## config.mk

```make
export PLATFORM = sky130hd
export DESIGN_NAME = wb_write_queue
export DESIGN_NICKNAME = d
export VERILOG_FILES = /design/src/rtl/wb_pkg.sv /design/src/rtl/wb_fwd_match.sv /design/src/rtl/wb_write_queue.sv
export SDC_FILE = /design/constraint.sdc
export NUM_CORES = 1
export LEC_CHECK = 0
export BUFFER_PORTS_ARGS = -buffer_cell sky130_fd_sc_hd__buf_2
export CORE_MARGIN = 3
export CORE_UTILIZATION = 45
export DETAILED_ROUTE_END_ITERATION = 16
export PLACE_DENSITY = 0.66
export SYNTH_ARGS = -nofsm -noshare
export SYNTH_HDL_FRONTEND = slang
export SYNTH_SLANG_ARGS = --single-unit
```

## constraint.sdc

```tcl
create_clock -name clk -period 4 [get_ports clk]
set_input_delay 0.8 -clock clk [delete_from_list [all_inputs] [get_ports clk]]
set_output_delay 0.8 -clock clk [all_outputs]
set_load 0.02 [all_outputs]
```

## src/rtl/wb_pkg.sv

```systemverilog
// Shared types and default widths for the write-back queue and its helpers.
package wb_pkg;

    localparam int WB_DATA_W = 16;
    localparam int WB_ADDR_W = 3;
    localparam int WB_DEPTH  = 4;

    typedef struct packed {
        logic [WB_ADDR_W-1:0] idx;
        logic [WB_DATA_W-1:0] data;
    } wb_entry_t;

    typedef enum logic {
        SRC_LOAD = 1'b0,
        SRC_ALU  = 1'b1
    } wb_src_e;

endpackage

```

## src/rtl/wb_fwd_match.sv

```systemverilog
// Youngest-match search over queue entries presented oldest-first (entry 0 oldest).
module wb_fwd_match
    import wb_pkg::*;
#(
    parameter int DEPTH  = WB_DEPTH,
    parameter int ADDR_W = WB_ADDR_W,
    parameter int DATA_W = WB_DATA_W
) (
    input  logic [DEPTH-1:0]             occ_i,
    input  logic [DEPTH-1:0][ADDR_W-1:0] idx_i,
    input  logic [DEPTH-1:0][DATA_W-1:0] data_i,
    input  logic [ADDR_W-1:0]            read_reg_i,
    output logic                         hit_o,
    output logic [DATA_W-1:0]            data_o
);

    // Later (younger) matches overwrite earlier ones, so the last hit wins.
    always_comb begin
        hit_o  = 1'b0;
        data_o = '0;
        for (int i = 0; i < DEPTH; i++) begin
            if (occ_i[i] && (idx_i[i] == read_reg_i)) begin
                hit_o  = 1'b1;
                data_o = data_i[i];
            end
        end
    end

endmodule

```

## src/rtl/wb_write_queue.sv

```systemverilog
// Write-back initiator: arbitrates ALU/load write requests into an in-order queue,
// retires one register-file write per cycle and forwards queued data to decode reads.
module wb_write_queue
    import wb_pkg::*;
#(
    parameter int DATA_W = WB_DATA_W,
    parameter int ADDR_W = WB_ADDR_W,
    parameter int DEPTH  = WB_DEPTH
) (
    input  logic              clk,
    input  logic              rst,
    input  logic              alu_valid,
    output logic              alu_ready,
    input  logic [ADDR_W-1:0] alu_reg,
    input  logic [DATA_W-1:0] alu_data,
    input  logic              ld_valid,
    output logic              ld_ready,
    input  logic [ADDR_W-1:0] ld_reg,
    input  logic [DATA_W-1:0] ld_data,
    input  logic              wb_stall,
    output logic              reg_write,
    output logic [ADDR_W-1:0] write_reg,
    output logic [DATA_W-1:0] write_data,
    input  logic [ADDR_W-1:0] read_reg1,
    input  logic [ADDR_W-1:0] read_reg2,
    output logic              fwd_hit1,
    output logic [DATA_W-1:0] fwd_data1,
    output logic              fwd_hit2,
    output logic [DATA_W-1:0] fwd_data2,
    output logic [ADDR_W:0]   pending
);

    localparam int PTR_W = $clog2(DEPTH);
    localparam int CNT_W = PTR_W + 1;

    typedef struct packed {
        logic [ADDR_W-1:0] idx;
        logic [DATA_W-1:0] data;
    } entry_t;

    entry_t            mem_q [DEPTH];
    logic [PTR_W-1:0]  rd_ptr_q, rd_ptr_d;
    logic [PTR_W-1:0]  wr_ptr_q, wr_ptr_d;
    logic [CNT_W-1:0]  count_q, count_d;
    wb_src_e           rr_prio_q, rr_prio_d;

    logic   full, empty;
    logic   alu_fire, ld_fire, enq, deq;
    entry_t enq_entry;

    logic [DEPTH-1:0]             ord_occ;
    logic [DEPTH-1:0][ADDR_W-1:0] ord_idx;
    logic [DEPTH-1:0][DATA_W-1:0] ord_data;

    // Handshake: a source transfers on a cycle where its valid and ready are both high.
    // Readies drop while full even if the head retires that cycle (no pass-through).
    always_comb begin
        full      = (count_q == CNT_W'(DEPTH));
        empty     = (count_q == '0);
        alu_ready = !full && (!ld_valid || (rr_prio_q == SRC_ALU));
        ld_ready  = !full && (!alu_valid || (rr_prio_q == SRC_LOAD));
        alu_fire  = alu_valid && alu_ready;
        ld_fire   = ld_valid && ld_ready;
        enq       = alu_fire || ld_fire;
        enq_entry = ld_fire ? '{idx: ld_reg, data: ld_data}
                            : '{idx: alu_reg, data: alu_data};
        reg_write  = !empty && !wb_stall;
        deq        = reg_write;
        write_reg  = mem_q[rd_ptr_q].idx;
        write_data = mem_q[rd_ptr_q].data;
        pending    = (ADDR_W+1)'(count_q);
    end

    always_comb begin
        rd_ptr_d  = rd_ptr_q;
        wr_ptr_d  = wr_ptr_q;
        count_d   = count_q + CNT_W'(enq) - CNT_W'(deq);
        rr_prio_d = rr_prio_q;
        if (enq) wr_ptr_d = wr_ptr_q + PTR_W'(1);
        if (deq) rd_ptr_d = rd_ptr_q + PTR_W'(1);
        // Priority only rotates when both sources compete and one is granted.
        if (alu_valid && ld_valid && enq) rr_prio_d = ld_fire ? SRC_ALU : SRC_LOAD;
    end

    always_ff @(posedge clk) begin
        if (rst) begin
            rd_ptr_q  <= '0;
            wr_ptr_q  <= '0;
            count_q   <= '0;
            rr_prio_q <= SRC_LOAD;
        end else begin
            rd_ptr_q  <= rd_ptr_d;
            wr_ptr_q  <= wr_ptr_d;
            count_q   <= count_d;
            rr_prio_q <= rr_prio_d;
        end
    end

    always_ff @(posedge clk) begin
        if (enq) mem_q[wr_ptr_q] <= enq_entry;
    end

    // Present occupied entries in age order so the matcher can take the last hit.
    always_comb begin
        for (int i = 0; i < DEPTH; i++) begin
            ord_occ[i]  = (CNT_W'(i) < count_q);
            ord_idx[i]  = mem_q[rd_ptr_q + PTR_W'(i)].idx;
            ord_data[i] = mem_q[rd_ptr_q + PTR_W'(i)].data;
        end
    end

    wb_fwd_match #(.DEPTH(DEPTH), .ADDR_W(ADDR_W), .DATA_W(DATA_W)) u_fwd1 (
        .occ_i      (ord_occ),
        .idx_i      (ord_idx),
        .data_i     (ord_data),
        .read_reg_i (read_reg1),
        .hit_o      (fwd_hit1),
        .data_o     (fwd_data1)
    );

    wb_fwd_match #(.DEPTH(DEPTH), .ADDR_W(ADDR_W), .DATA_W(DATA_W)) u_fwd2 (
        .occ_i      (ord_occ),
        .idx_i      (ord_idx),
        .data_i     (ord_data),
        .read_reg_i (read_reg2),
        .hit_o      (fwd_hit2),
        .data_o     (fwd_data2)
    );

endmodule

```

==> flow_metrics.py <==
metrics = {
    "clock_network": {
        "htreeDepth": 3,
        "cts_max_path_buffers": 2,
        "cts_tree": "yes",
        "cts_hold_buf": 0,
        "cts_buffers": 9,
        "clkSinkCount": 86,
        "clk_pin_slew_ps": 60,
        "insertion_delay_ps": 350,
        "cts_root_buffer": "clkbuf_16",
    },
    "setup_path": {
        "path_class": "reg -> out",
        "r2r_start": "count_q[2]",
        "cp_max_fo": 16,
        "cpPeakStageDelay_ps": 390,
        "path_cells": "inv_1 -> ha_2 -> and3b_1 -> mux2i_1 -> a211oi_4 -> nor4_4 -> buf_4 -> a221oi_1 -> o31ai_1 -> buf_2",
        "start_kind": "flip-flop",
        "crit_arrival_ps": 3070,
        "worstSetupStartpoint": "count_q[2]",
        "crit_end": "fwd_data2[1]",
        "cp.required_ps": 3200,
        "rrSetupSlack_ps": 1510,
        "critPathCaptureType": "output port",
        "critPathSlowestCell": "o31ai_1",
        "r2r-end": "mem_q[2][5]",
        "path_depth": 10,
        "crit_family": "buffers and inverters",
        "cp_num_buf_inv": 3,
        "reg2reg_depth": 5,
    },
    "min_path": {
        "min_path_type": "reg -> reg",
    },
    "cells_and_area": {
        "final_util_pct": 54.4,
        "syn2layout_area_growth_pct": 17.4,
        "stdcell_area_sq_um": 7260,
        "fin_nets": 610,
        "instances_no_fill": 733,
        "n_antenna_cell": 0,
        "layout-drive-gt1-share_pct": 46.7,
    },
    "synth": {
        "synth_top_area_share_pct": 36.9,
        "syn-cell-area_sq_um": 6180,
        "synth.area.top_cells": "edfxtp_1 (37%), mux4_2 (27%), o31ai_1 (3.9%)",
        "ys_seq_area_share_pct": 40.1,
        "syn_inst": 445,
        "async_reset_ff_share_pct": 0,
        "synth_area_leader_cell": "edfxtp_1",
        "avgSynthCellArea_sq_um": 13.9,
        "synth-seq-cells": 86,
        "yosysWarningCount": 0,
        "ys.flop_type": "edfxtp_1",
        "syn_nets": 503,
        "synth_edf_count": 76,
        "netlist-cell-type-count": 35,
    },
    "timing": {
        "setup-violations-final": 0,
        "finClkSkew_ps": 7.61,
        "finalCritPeriodShare_pct": 96.7,
        "clock.fmax_ghz": 0.258,
        "fin_ws_ps": 131,
        "hold_slack_ps": 556,
        "worst_pin_slew_ps": 1030,
        "finalSetupTns_ps": 0,
        "rsz0062_at_grt": "no",
        "min_period_ps": 3870,
        "max_slew_margin_pct": 31.4,
        "final-max-slew-violation-count": 0,
        "hold_viol": 0,
    },
    "placement": {
        "dp_hpwl_mm": 11.4,
        "portBuffers": 107,
        "dpl_worst_slack_ps": 407,
        "gp_congestion": 0.906,
        "dpl.cell_count": 714,
        "postPlaceCellArea_sq_um": 6960,
    },
    "drt": {
        "firstDrtPassIters": 7,
        "viasPerCell": 6.47,
        "drt-total-wl_mm": 16.7,
        "drcViolationCount": 0,
        "vias": 4745,
        "avgRoutedWirePerCell_microns": 22.8,
        "drtIter0Drc": 546,
        "final_antenna_net_count": 0,
    },
    "global_routing": {
        "grt_pass1_vias": 4535,
        "antenna_found_initial": 0,
        "grt_pass1_wl_mm": 25.2,
        "overflow": 0,
        "grt_start_max_net_pins": 34,
        "track_usage_pct": 22.1,
    },
    "status": {
        "status": "completed",
    },
    "die": {
        "die_h_microns": 123,
        "num_rows": 42,
        "die_x_microns": 123,
        "num_io_pins": 109,
        "die-area_sq_um": 15200,
        "core-area_sq_um": 13300,
        "initial_core_util_pct": 46.3,
    },
    "power_and_ir_drop": {
        "power_leakage_nw": 2.50,
        "ir_worst_vdd_mv": 0.236,
        "p_per_area_nw_per_um2": 756,
        "p_total_mw": 5.48,
    },
    "job": {
        "maxCapViolations": 0,
    },
}
==> synthesized netlist by cell type (all sizes together) (7+ instances only) <==
cell	n
xnor2	16
inv	9
dfxtp	10
mux4	75
buf	24
mux2i	7
nor2	42
xor2	12
nand2	37
mux2	19
a221oi	32
edfxtp	76
ha	8
clkbuf	14
o31ai	32
==> worst min-delay path by stage <==
stage	depth (start not counted)	slack (ps)	endpoint	start
3_3_place_gp	3	540	rr_prio_q	rr_prio_q
5_1_grt	2	590	wr_ptr_q[1]	wr_ptr_q[1]
2_1_floorplan	2	510	wr_ptr_q[1]	wr_ptr_q[1]
4_1_cts	2	560	wr_ptr_q[1]	wr_ptr_q[1]
6_report	2	560	wr_ptr_q[1]	wr_ptr_q[1]
3_5_place_dp	2	560	wr_ptr_q[1]	wr_ptr_q[1]
==> power breakdown <==
| group | internal (mW) | switching [mW] | total (mW) |
|---|---|---|---|
| sequential | 1.28 | 0.218 | 1.50 |
| combinational | 1.37 | 1.87 | 3.24 |
| clock | 0.419 | 0.331 | 0.750 |
| total | 3.07 | 2.42 | 5.48 |
==> sequential cells by signal, indices dropped and copies added, names as in the netlist, named ones only <==
signal and cells:
mem_q 76, count_q 3, rd_ptr_q 2, wr_ptr_q 2
rr_prio_q 1
==> logic make-up after synthesis <==
| logic type | count (synthesis) | synth area share (%) |
|---|---|---|
| and+or+nand+nor | 104 | 8.28 |
| muxes | 101 | 31.9 |
| DFF | 86 | 40.1 |
| AOI/OAI and AO/OA | 69 | 10.1 |
| buffers and inverters | 47 | 3.60 |
| xor gates and xnor gates | 28 | 3.97 |
| adders and majority gates | 9 | 1.94 |
| other | 1 | 0.0606 |
==> per-layer routing <==
layer  vias to the layer above  global-route usage [%]  wire length, microns  share of wire, %
met3                        44                    3.02                  1230               7.3
met2                       247                    37.5                  8540                51
li1                       2044                       -                     -                 -
met1                      2410                    28.4                  6390                38
met5                         -                       0                     0                 0
met4                         0                    9.55                   570               3.4
==> tightest hold or removal path: cells and delay by family (launching register included) <==
kind	cells	cell delay (ps)
simple gates	1	50
mux	1	130
flops	1	330
==> layout by cell type (no fill, tap or decap), types with 2 or more instances in the layout <==
cell        instances
clkinvlp_4          2
a21oi_1             3
buf_4              24
xnor2_1            16
or4_1               2
and4_1              2
nand2_1            37
nor2_1             42
nor3_1              4
nor2b_1             2
dfxtp_1             8
ha_1                7
mux2i_1             7
nor3b_1             2
inv_1               9
mux2_2             19
buf_2             107
buf_6               2
xor2_1             12
o31ai_1            32
a221oi_1           22
clkbuf_16           9
nand4_1             2
dfxtp_4             2
clkbuf_1            3
and2_1              4
edfxtp_1           76
a221oi_2           10
mux4_2             75
nor4_4              4
clkinv_2            2
==> area by class of cell <==
type	count	area, sq um
fillers	1112	6090
multi-input cells	312	3490
flip-flops and latches	86	2490
repair buffers	134	758
clock buffers	12	236
well taps	176	220
inverters	9	33.8
clock inverters	4	25.0
==> what timing repair did <==
action | 4_1_cts | 5_1_grt
gates resized for setup | 0 | 3
endpoints found under the setup margin | 0 | 24
endpoints found under the hold margin | 0 | 0
buffers inserted | 0 | 3
(Power assumes the default switching activity.)
